==> src/rtl/seq_shr_pkg.sv <==
// rtl/seq_shr_pkg.sv - shared state encoding and width helpers for the serial right shifter
package seq_shr_pkg;

   localparam int DEFAULT_DATAWIDTH = 16;

   typedef enum logic {
      IDLE  = 1'b0,
      SHIFT = 1'b1
   } state_t;

   // Width needed to hold any count from 0 up to and including dw.
   function automatic int cnt_width(input int dw);
      return $clog2(dw + 1);
   endfunction

endpackage

==> src/rtl/seq_shr_if.sv <==
// rtl/seq_shr_if.sv - request/result bundle between a requester and the serial right shifter
interface seq_shr_if
   import seq_shr_pkg::*;
#(
   parameter int DATAWIDTH = DEFAULT_DATAWIDTH
);
   logic                 start;
   logic [DATAWIDTH-1:0] a;
   logic [DATAWIDTH-1:0] sh_amt;
   logic                 arith;
   logic [DATAWIDTH-1:0] d;
   logic                 busy;
   logic                 done;

   modport master (
      output start, a, sh_amt, arith,
      input  d, busy, done
   );

   modport slave (
      input  start, a, sh_amt, arith,
      output d, busy, done
   );

endinterface

==> src/rtl/seq_shr.sv <==
// rtl/seq_shr.sv - one-bit-per-cycle right shifter with logical/arithmetic fill and saturation
module seq_shr
   import seq_shr_pkg::*;
#(
   parameter int DATAWIDTH = DEFAULT_DATAWIDTH
) (
   input  logic      clk,
   input  logic      rst,
   seq_shr_if.slave  bus
);

   localparam int CW = cnt_width(DATAWIDTH);
   localparam logic [DATAWIDTH-1:0] DW_FULL = DATAWIDTH'(DATAWIDTH);

   state_t               state;
   logic [CW-1:0]        count;
   logic [DATAWIDTH-1:0] sr;
   logic                 arith_q;
   logic [DATAWIDTH-1:0] d_q;
   logic                 done_q;

   // Amounts at or beyond the width all behave like a full-width shift;
   // compare on every bit of sh_amt so large values never alias to small ones.
   logic                 sat;
   logic [CW-1:0]        load_count;
   logic                 fill;

   // Load value for the counter and the bit shifted in at the top.
   always_comb begin
      sat        = (bus.sh_amt >= DW_FULL);
      load_count = sat ? CW'(DATAWIDTH) : bus.sh_amt[CW-1:0];
      // Arithmetic fill replicates the current MSB, which stays the sign bit.
      fill       = arith_q & sr[DATAWIDTH-1];
   end

   // Two-state controller: accept in IDLE, shift one bit per cycle, publish on count==0.
   always_ff @(posedge clk) begin
      if (rst) begin
         state   <= IDLE;
         count   <= '0;
         sr      <= '0;
         arith_q <= 1'b0;
         d_q     <= '0;
         done_q  <= 1'b0;
      end else begin
         done_q <= 1'b0;
         case (state)
            IDLE: begin
               if (bus.start) begin
                  sr      <= bus.a;
                  count   <= load_count;
                  arith_q <= bus.arith;
                  state   <= SHIFT;
               end
            end
            SHIFT: begin
               if (count != '0) begin
                  sr    <= {fill, sr[DATAWIDTH-1:1]};
                  count <= count - CW'(1);
               end else begin
                  d_q    <= sr;
                  done_q <= 1'b1;
                  state  <= IDLE;
               end
            end
            default: state <= IDLE;
         endcase
      end
   end

   assign bus.d    = d_q;
   assign bus.done = done_q;
   assign bus.busy = (state == SHIFT);

endmodule

==> src/flat_wrapper.sv <==
// flat-port wrapper written by rule: the top's interface ports become plain ports
module seq_shr_flat import seq_shr_pkg::*;
#(
   parameter int DATAWIDTH = DEFAULT_DATAWIDTH
)
  (clk, rst, bus_start, bus_a, bus_sh_amt, bus_arith, bus_d, bus_busy, bus_done);
  seq_shr_if #(.DATAWIDTH(DATAWIDTH)) bus_i ();
  input  logic clk;
  input  logic rst;
  input wire logic [$bits(bus_i.start)-1:0] bus_start;
  input wire logic [$bits(bus_i.a)-1:0] bus_a;
  input wire logic [$bits(bus_i.sh_amt)-1:0] bus_sh_amt;
  input wire logic [$bits(bus_i.arith)-1:0] bus_arith;
  output wire logic [$bits(bus_i.d)-1:0] bus_d;
  output wire logic [$bits(bus_i.busy)-1:0] bus_busy;
  output wire logic [$bits(bus_i.done)-1:0] bus_done;
  assign bus_i.start = bus_start;
  assign bus_i.a = bus_a;
  assign bus_i.sh_amt = bus_sh_amt;
  assign bus_i.arith = bus_arith;
  assign bus_d = bus_i.d;
  assign bus_busy = bus_i.busy;
  assign bus_done = bus_i.done;
  seq_shr #(.DATAWIDTH(DATAWIDTH)) u_core (.clk(clk), .rst(rst), .bus(bus_i));
endmodule
==> config.mk <==
export PLATFORM = sky130hd
export DESIGN_NAME = seq_shr_flat
export DESIGN_NICKNAME = d
export VERILOG_FILES = /design/src/rtl/seq_shr_pkg.sv /design/src/rtl/seq_shr_if.sv /design/src/rtl/seq_shr.sv /design/src/flat_wrapper.sv
export SDC_FILE = /design/constraint.sdc
export NUM_CORES = 1
export LEC_CHECK = 0
export ABC_AREA = 1
export BUFFER_PORTS_ARGS = -buffer_cell sky130_fd_sc_hd__clkbuf_2
export CAP_MARGIN = 20
export CORE_UTILIZATION = 30
export DETAILED_ROUTE_END_ITERATION = 6
export GPL_TIMING_DRIVEN = 0
export PLACE_DENSITY = 0.54
export SLEW_MARGIN = 0
export SYNTH_ARGS = -nofsm -noshare
export SYNTH_HDL_FRONTEND = slang
export SYNTH_SLANG_ARGS = --single-unit
==> constraint.sdc <==
create_clock -name clk -period 2.05 [get_ports clk]
set_input_delay 0 -clock clk [delete_from_list [all_inputs] [get_ports clk]]
set_output_delay 0 -clock clk [all_outputs]
set_load 0.02 [all_outputs]
==> results.toml, run 1 <==
[finish]
nNetsFinal = 339
fill_cells = 646
layout_commonest_cell = "clkbuf_2"
final_cell_mix = "53 x clkbuf_2, 51 x nand2_1, 40 x dfxtp_1"
synthToLayoutAreaGrowth_pct = 27.98
layout-drive-gt1-share_pct = 27.72
stdcell_count = 378
antenna_cells = 0
fin_util_pct = 39.67

[timing]
layout_worst_path_cycle_share_pct = 74.65
clock.fmax_mhz = 653.4
skew_ps = 6.371
rsz0062_at_grt = "no"
hold_viol_final = 0
finalSetupViolCount = 0
max_slew_margin_pct = 65.56
drv_slew = 0
totalNegativeSetupSlack_ps = 0
tightest_slew_ps = 516.6
period_needed_ps = 1530

[critical_path]
worstSetupStartpoint = "u_core.count[0]"
cp_slowest_cell = "dfxtp_1"
arrival_ps = 1730
cp_data_required_time_ps = 2250
cp-end-kind = "flop"
reg2reg_from = "u_core.count[0]"
worstSetupPathType = "reg -> reg"
reg2reg_slack_ps = 520
start_kind = "flop"
path_delay_family = "simple AND/OR/NAND/NOR gates"
cp_cell_sequence = "inv_1, ha_1, nand2_2, nor2_4, nor2_4, buf_6, nand3_1, nand2_1, inv_1"
path_max_fanout = 10
crit_path_max_incr_delay_ps = 330
path_buf_inv = 3

[floorplanning]
chipWidth_um = 79.98
pin_count = 54
start_util_pct = 30.99
num_rows = 28
coreArea_mm2 = 0.005886
design.die.area_mm2 = 0.006397
die_h_um = 79.98

[power_and_ir_drop]
power_per_cell_area_mw_per_mm2 = 867.4
peakVddDrop_mv = 0.2923
power.total_mw = 2.025
leakage_nw = 1.096

[status]
outcome = "complete, no violations"

[synthesis]
yosys.area.top_type = "dfxtp_1"
yosysWarnings = 0
yosysSeqAreaShare_pct = 43.90
yosys.cell_types.count = 23
ys_ff_latch = 40
synth_top_area_share_pct = 43.90
syn_area_mm2 = 0.001824
avgSynthCellArea_um2 = 7.665
synthesis.nets = 275
syn-instance-count = 238
synth_area_leaders = "dfxtp_1 44%, nand2_1 10%, mux2i_1 7.1%"

[drt]
viasPerCell = 4.402
drt_wl_total_um = 4372
route.detailed.drc = 0
ant_nets = 0
firstDrtPassIters = 4
drtIter0Drc = 43
dr_total_vias = 1664
post_drt_wl_per_cell_um = 11.57

[clocking]
root_buffer = "clkbuf_8"
cts_setup_buffers = 0
cts_tree = "done"
h-tree-depth = 2
cts.clk_slew.worst_paths_ps = 80
numCtsBuffers = 5
cts.path.max_buffers = 2
clkLatencyLatePin_ps = 300
cts_sinks = 40

[global_routing]
grt_pass1_vias = 1524
grt_pass1_wl_um = 6975
antenna_found_initial = 0
grt_max_degree = 14
overflow = 0
grt_use_total_pct = 14.57

[place]
io_buffers = 53
dp.cells = 366
gp_congestion = 0.7163
hpwl_um = 3195

[min_path]
hold_start = "bus_arith"
hp-class = "in -> reg"

[run]
maxCapViolations = 0
[cell families (layout without fill, tap and decap cells)]
logic type,after synthesis,in the layout,synth area share [%]
AND/OR/NAND/NOR,103,103,24.69
AO/OA/AOI/OAI,43,43,14.13
flip-flops,40,40,43.90
buffers and inverters,38,103,9.465
multiplexers,13,13,7.133
adder cells (fa/ha/maj),1,1,0.6858
[worst reg2reg max path, cell delays in order (launching register included)]
cell and delay, ps:
dfxtp_1 330, inv_1 80, ha_1 240, nand2_2 140, nor2_4 70, nor2_4 200, buf_6 190, nand3_1 90
nand2_1 60, inv_1 30
[per-layer routing]
layer / part of all wire (%) / GRT usage [%] / vias up / routed length (µm)
li1: - / - / 892 / -
met1: 47 / 17.09 / 722 / 2071
met2: 47 / 25.81 / 44 / 2050
met3: 4.6 / 3.543 / 6 / 201
met4: 1.1 / 4.643 / 0 / 49
met5: 0 / 0 / - / 0
[worst paths after layout]
check | endpoint | cells past startpoint
worst max-delay path | u_core.count[3] | 9
worst min-delay path | u_core.arith_q | 3
worst max register to register | u_core.count[3] | 9
worst min register to register | u_core.arith_q | 2
[state kept, by name, summed over array words and instances, names as in the netlist]
register / flops
u_core.bus.done: 1
u_core.bus.busy: 1
u_core.sr: 16
u_core.count: 5
u_core.arith_q: 1
u_core.bus.d: 16
[area by class of cell]
type	instances	area, µm²	share of cell area, %
repair buffers	57	305.3	13.08
flip-flops and latches	40	800.8	34.30
multi-input cells	160	850.8	36.44
clock buffers	5	68.82	2.947
well taps	75	93.84	4.019
clock inverters	3	42.54	1.822
inverters	27	101.3	4.341
plain buffers	11	71.32	3.055
[power by group]
group / internal, mW / total, mW / switching, mW
combinational: 0.184 / 0.475 / 0.290
clock: 0.360 / 0.654 / 0.294
sequential: 0.856 / 0.896 / 0.0399
[through the flow]
stage	setup slack, ps	hold slack, ps	area (µm²)
after floorplan	703.6	69.07	1824
after global placement	521.8	231.9	2183
after detailed placement	507.9	232.3	2183
after CTS	490.3	4.467	2335
after global routing	380.5	26.65	2335
final	519.6	2.796	2335
[synth_stat cells]
cell      count
a21oi_2       7
nor2_1       22
buf_6         2
nand4_1       3
ha_1          1
nand2_1      51
o21ai_0      10
mux2i_1      13
o21bai_4      1
clkbuf_1      1
a21boi_0      1
buf_1         2
buf_4         3
inv_1        25
nand3_1      21
inv_2         2
and2_0        1
a21oi_1      14
dfxtp_1      40
buf_2         3
o21ai_1      10
nor2_4        3
nand2_2       2
[repair_timing]
action                     in CTS  in global routing
setup endpoints to repair       0                  0
hold endpoints to repair        5                  0
hold buffers                    4                  0
gates resized for setup         0                  0
Power figures use the tool's default switching activity.
==> run 2: changes to the inputs <==
--- a/config.mk
+++ b/config.mk
@@ -5,13 +5,13 @@
 export SDC_FILE = /design/constraint.sdc
 export NUM_CORES = 1
 export LEC_CHECK = 0
-export ABC_AREA = 1
+export ABC_AREA = 0
 export BUFFER_PORTS_ARGS = -buffer_cell sky130_fd_sc_hd__clkbuf_2
 export CAP_MARGIN = 20
 export CORE_UTILIZATION = 30
 export DETAILED_ROUTE_END_ITERATION = 6
 export GPL_TIMING_DRIVEN = 0
-export PLACE_DENSITY = 0.54
+export PLACE_DENSITY = 0.55
 export SLEW_MARGIN = 0
 export SYNTH_ARGS = -nofsm -noshare
 export SYNTH_HDL_FRONTEND = slang
==> constraint.sdc (replaced) <==
create_clock -name clk -period 1.5 [get_ports clk]
set_input_delay 0 -clock clk [delete_from_list [all_inputs] [get_ports clk]]
set_output_delay 0 -clock clk [all_outputs]
set_load 0.02 [all_outputs]
==> run 2 against run 1 <==
  * Design area up 4.6%
  * Sequential share of layout area down 1.4 points
  * Register-to-register slack worse by 610 ps
  * Worst hold slack better by 20 ps
  * The run now ends with setup timing left
  * Highest routed layer unchanged
  * Die area down 5.1%
  * Core utilization up 4.4 points
  * Synthesized cell count down 20%
  * Global-route usage up 1.2 points
==> results.toml, run 2 <==
[synthesis]
syn-instance-count = 190
ys.flop_type = "dfxtp_1"
synth-edff-count = 0
synthTopCellsByCount = "40 x dfxtp_1, 35 x nand2_1, 24 x nor2_1"
ys_ff_latch = 40
avgSynthCellArea_um2 = 9.101
synthArstFlopShare_pct = 0
yosysWarnings = 0
synth_area_leaders = "dfxtp_1 46%, mux2i_1 9.3%, a211oi_2 8.0%"
synth_top_area_share_pct = 46.31
syn_area_mm2 = 0.001729
yosysSeqAreaShare_pct = 46.31
yosys.cell_types.count = 27
yosysMostFrequentCell = "dfxtp_1"
synthesis.nets = 227
yosys.area.top_type = "dfxtp_1"

[drt]
firstDrtPassIters = 4
post_drt_wl_per_cell_um = 13.02
drt_wl_total_um = 4375
route.detailed.drc = 0
viasPerCell = 4.640
drtIter0Drc = 31
dr_total_vias = 1559
ant_nets = 0

[timing]
finalWorstSetupSlack_ps = -87.58
layout_worst_path_cycle_share_pct = 105.8
hold_viol_final = 0
worst_hold_slack_ps = 22.69
tightest_slew_ps = 703.8
clock.fmax_mhz = 629.9
period_needed_ps = 1588
drv_slew = 0
rsz0062_at_grt = "yes"
finalSetupViolCount = 29
skew_ps = 9.059
max_slew_margin_pct = 53.08

[finish]
final_cell_mix = "52 x clkbuf_2, 38 x dfxtp_1, 35 x nand2_1"
layout-drive-gt1-share_pct = 39.39
postLayoutCellArea_mm2 = 0.002442
layout_commonest_cell = "clkbuf_2"
fill_cells = 596
stdcell_count = 336
nNetsFinal = 300
antenna_cells = 0
synthToLayoutAreaGrowth_pct = 41.24

[floorplanning]
start_util_pct = 31.21
design.die.area_mm2 = 0.006072
coreArea_mm2 = 0.005540
pin_count = 54
die_h_um = 77.92
chipWidth_um = 77.92
num_rows = 27

[place]
io_buffers = 52
hpwl_um = 2894
dp_slack_ps = -409.8
gp_congestion = 0.6719
dp.cells = 314
placed_cell_area_mm2 = 0.002086

[global_routing]
overflow = 0
grt_pass1_vias = 1554
grt_use_total_pct = 15.73
grt_max_degree = 13
grt_pass1_wl_um = 7452
antenna_found_initial = 0

[critical_path]
cp_data_required_time_ps = 1710
arrival_ps = 1790
cp-end-kind = "flop"
worstSetupPathType = "reg -> reg"
start_kind = "flop"
path_max_fanout = 10

[run]
maxCapViolations = 0

[power_and_ir_drop]
peakVddDrop_mv = 0.5546
leakage_nw = 1.019
power.total_mw = 2.919
power_per_cell_area_mw_per_mm2 = 1195

[clocking]
numCtsBuffers = 5
root_buffer = "clkbuf_8"
cts_sinks = 40
cts.path.max_buffers = 2
cts_tree = "done"
clkLatencyLatePin_ps = 290
cts.clk_slew.worst_paths_ps = 80
h-tree-depth = 2

[status]
violations = "setup timing"
outcome = "finished, violations left"

[min_path]
hp-class = "in -> reg"
run 2: repair_timing:
item	4_1_cts	5_1_grt
buffers inserted	10	0
hold endpoints to repair	2	0
gates cloned	2	0
gates resized for setup	20	2
setup endpoints to repair	38	37
hold buffers	2	0
pin swaps	2	0
run 2: cell families (layout without fill, tap and decap cells):
logic type / count (synthesis) / after routing / synth area share [%]
simple gates: 70 / 70 / 17.51
compound gates: 44 / 44 / 19.61
flops: 40 / 40 / 46.31
buf+inv: 17 / 91 / 5.571
mux: 16 / 16 / 9.262
xor+xnor: 2 / 2 / 1.013
fa+ha+maj: 1 / 1 / 0.7235
run 2: path summary, 6_finish.rpt:
| path | slack, ps | end | from | cells past startpoint |
|---|---|---|---|---|
| max | -90 | u_core.count[2] | u_core.count[0] | 8 |
| min | 20 | u_core.count[1] | bus_sh_amt[1] | 3 |
| max reg2reg | -90 | u_core.count[2] | u_core.count[0] | 8 |
| min reg2reg | 460 | u_core.bus.d[15] | u_core.bus.d[15] | 2 |
run 2: where the power goes:
part | switching, mW | internal (mW)
registers | 0.0772 | 1.17
clock network | 0.370 | 0.494
logic | 0.401 | 0.407
run 2: layout make-up:
class	count	area [µm²]	share of cell area, %
repair buffers	66	420.4	17.21
flip-flops and latches	40	803.3	32.89
clock buffers	6	72.57	2.971
well taps	72	90.09	3.689
multi-input cells	133	887.1	36.32
clock inverters	2	35.03	1.434
inverters	3	11.26	0.4611
plain buffers	14	122.6	5.021
run 2: layer usage:
layer / part of all wire (%) / up-vias / GRT usage, %
met5: 0 / - / 0
met4: 0.48 / 0 / 3.889
met3: 5.4 / 2 / 4.353
met2: 45 / 40 / 25.66
met1: 49 / 715 / 20.46
li1: - / 802 / -
run 2: critical path, cell delays in order (launching register included):
cell and delay, ps:
dfxtp_2 340, inv_2 50, ha_4 150, nor3b_4 150
buf_4 150, a31oi_4 190, buf_4 220, nor2_1 60
a211oi_2 200
run 2: through the flow:
step	util [%]	setup TNS, ps
3_3_place_gp	37.65	-6919
6_report	44.08	-1330
4_1_cts	43.93	-767.0
5_1_grt	44.08	-4189
2_1_floorplan	-	0
3_5_place_dp	37.65	-7870
==> run 3: changes to the inputs <==
--- a/config.mk
+++ b/config.mk
@@ -12,6 +12,7 @@
 export DETAILED_ROUTE_END_ITERATION = 6
 export GPL_TIMING_DRIVEN = 0
 export PLACE_DENSITY = 0.55
+export REMOVE_ABC_BUFFERS = 1
 export SLEW_MARGIN = 0
 export SYNTH_ARGS = -nofsm -noshare
 export SYNTH_HDL_FRONTEND = slang
==> run 3 against run 2 <==
  * The flow still finishes with violations (setup timing)
  * Non-clock buffer count unchanged
  * Critical path depth unchanged
  * Via count increased by 5.1%
  * Clock power decreased by 15%
  * First-iteration DRC count increased by 110%
  * Critical endpoint is now u_core.bus.d[15]
  * Highest routed layer unchanged
==> results.toml, run 3 (synthesis gave the netlist of run 2 again) <==
[critical_path]
cp-end-kind = "flop"
reg2reg_from = "u_core.count[0]"
start_kind = "flop"
path_max_fanout = 8
reg2reg_depth = 8
reg2reg_slack_ps = -150
cp_data_required_time_ps = 1700
worstReg2RegEnd = "u_core.bus.d[15]"
worstSetupPathType = "reg -> reg"
arrival_ps = 1850

[clocking]
cts_tree = "done"
numCtsBuffers = 5
cts.clk_slew.worst_paths_ps = 80
h-tree-depth = 2
cts_sinks = 40
root_buffer = "clkbuf_8"
cts.path.max_buffers = 2
clkLatencyLatePin_ps = 280

[timing]
finalWorstSetupSlack_ps = -150.4
max_slew_margin_pct = 27.50
layout_worst_path_cycle_share_pct = 110.0
period_needed_ps = 1650
rsz0062_at_grt = "yes"
clock.fmax_mhz = 605.9
tightest_slew_ps = 1088
hold_viol_final = 0
skew_ps = 5.344
finalSetupViolCount = 38
drv_slew = 0

[global_routing]
overflow = 0
grt_pass1_wl_um = 8128
grt_pass1_vias = 1612
antenna_found_initial = 0
grt_use_total_pct = 17.28
grt_max_degree = 41

[power_and_ir_drop]
leakage_nw = 1.088
p_switching_mw = 1.033
p_seq_share_pct = 40.7
power.total_mw = 3.197
power_frac_clock_pct = 22.9
intPower_mw = 2.165
peakVddDrop_mv = 0.5497
power_per_cell_area_mw_per_mm2 = 1155
pwr-share-comb_pct = 36.4
p_sw_share_pct = 32.30

[finish]
final_cell_mix = "53 x clkbuf_2, 37 x dfxtp_1, 29 x nand2_1"
antenna_cells = 0
stdcell_count = 341
layout-drive-gt1-share_pct = 53.90
layout_commonest_cell = "clkbuf_2"
postLayoutCellArea_mm2 = 0.002769
fin_util_pct = 49.98
nNetsFinal = 305
synthToLayoutAreaGrowth_pct = 60.13

[status]
violations = "setup timing"
outcome = "finished, violations left"

[drt]
drtIter0Drc = 66
viasPerCell = 4.804
firstDrtPassIters = 4
drt_wl_total_um = 5016
dr_total_vias = 1638
post_drt_wl_per_cell_um = 14.71
ant_nets = 0
route.detailed.drc = 0

[floorplanning]
coreArea_mm2 = 0.005540
die_h_um = 77.92
num_rows = 27
start_util_pct = 31.21
design.die.area_mm2 = 0.006072
chipWidth_um = 77.92
pin_count = 54

[place]
hpwl_um = 2435
gp_congestion = 0.6455
dp.cells = 303
placed_cell_area_mm2 = 0.002069
io_buffers = 53

[min_path]
hp-class = "in -> reg"
hold_start = "bus_a[11]"
worstHoldEndpoint = "u_core.sr[11]"
holdPathStages = 3

[run]
maxCapViolations = 0
[run 3: cell count changes in the layout (fill, tap and decap cells not counted), sizes merged]
cell,delta
buf,+5
and3,+2
clkbuf,-2
nand3,+2
a31oi,+1
bufbuf,-1
bufinv,-1
clkinv,-1
[run 3: metal layers]
metal / vias to the layer above / global-route usage (%) / routed length, µm
met5: - / 0 / 0
met4: 0 / 5.370 / 56
met3: 7 / 4.824 / 220
met2: 31 / 28.94 / 2436
met1: 780 / 21.43 / 2304
li1: 820 / - / -
[run 3: critical path, cell delays in order, from the launching register on]
cell and delay [ps]:
dfxtp_2 330, inv_2 70, ha_4 140, nor3b_4 270, buf_6 160, buf_8 120
and3_4 280, nand2_1 80, a21oi_2 110
[run 3: power by group through the flow]
stage | registers (mW) | clock network (mW) | logic, mW
after floorplan | 1.30 | 0 | 0.338
after global placement | 1.30 | 0 | 0.518
after detailed placement | 1.28 | 0 | 0.588
after CTS | 1.28 | 0.756 | 1.04
after global routing | 1.32 | 0.821 | 1.24
final | 1.30 | 0.732 | 1.17
[run 3: how the worst max path moves through the flow]
stage	from	to	slack, ps	depth (start not counted)
after floorplan	u_core.bus.busy	u_core.count[2]	-2040	4
after global placement	u_core.bus.busy	u_core.sr[8]	-2970	4
after detailed placement	u_core.bus.busy	u_core.count[0]	-640	5
after CTS	u_core.count[0]	u_core.sr[2]	-120	10
after global routing	u_core.count[0]	u_core.bus.d[5]	-260	8
final	u_core.count[0]	u_core.bus.d[15]	-150	8
[run 3: repair_timing]
item | in CTS | in global routing
hold endpoints to repair | 2 | 0
gates cloned | 6 | 2
pin swaps | 15 | 21
endpoints found under the setup margin | 38 | 39
hold buffers | 2 | 0
resized for setup | 47 | 37
buffers inserted | 20 | 2
[run 3: through the flow]
| step | setup TNS (ps) | hold WS (ps) | setup WS, ps |
|---|---|---|---|
| 3_3_place_gp | -80610 | 232.5 | -2969 |
| 3_5_place_dp | -19770 | 241.6 | -636.7 |
| 4_1_cts | -3619 | 28.27 | -123.0 |
| 5_1_grt | -8609 | 39.45 | -259.4 |
| 2_1_floorplan | -49260 | 64.65 | -2045 |
| 6_report | -4435 | 34.90 | -150.4 |
[run 3: layout make-up]
class                      count  area (µm²)
fill                         534        2771
multi-input combinational    138        1125
sequential                    40       807.0
timing repair buffer          80       645.6
clock buffer                   8       90.09
tap                           72       90.09
inverter                       3       11.26
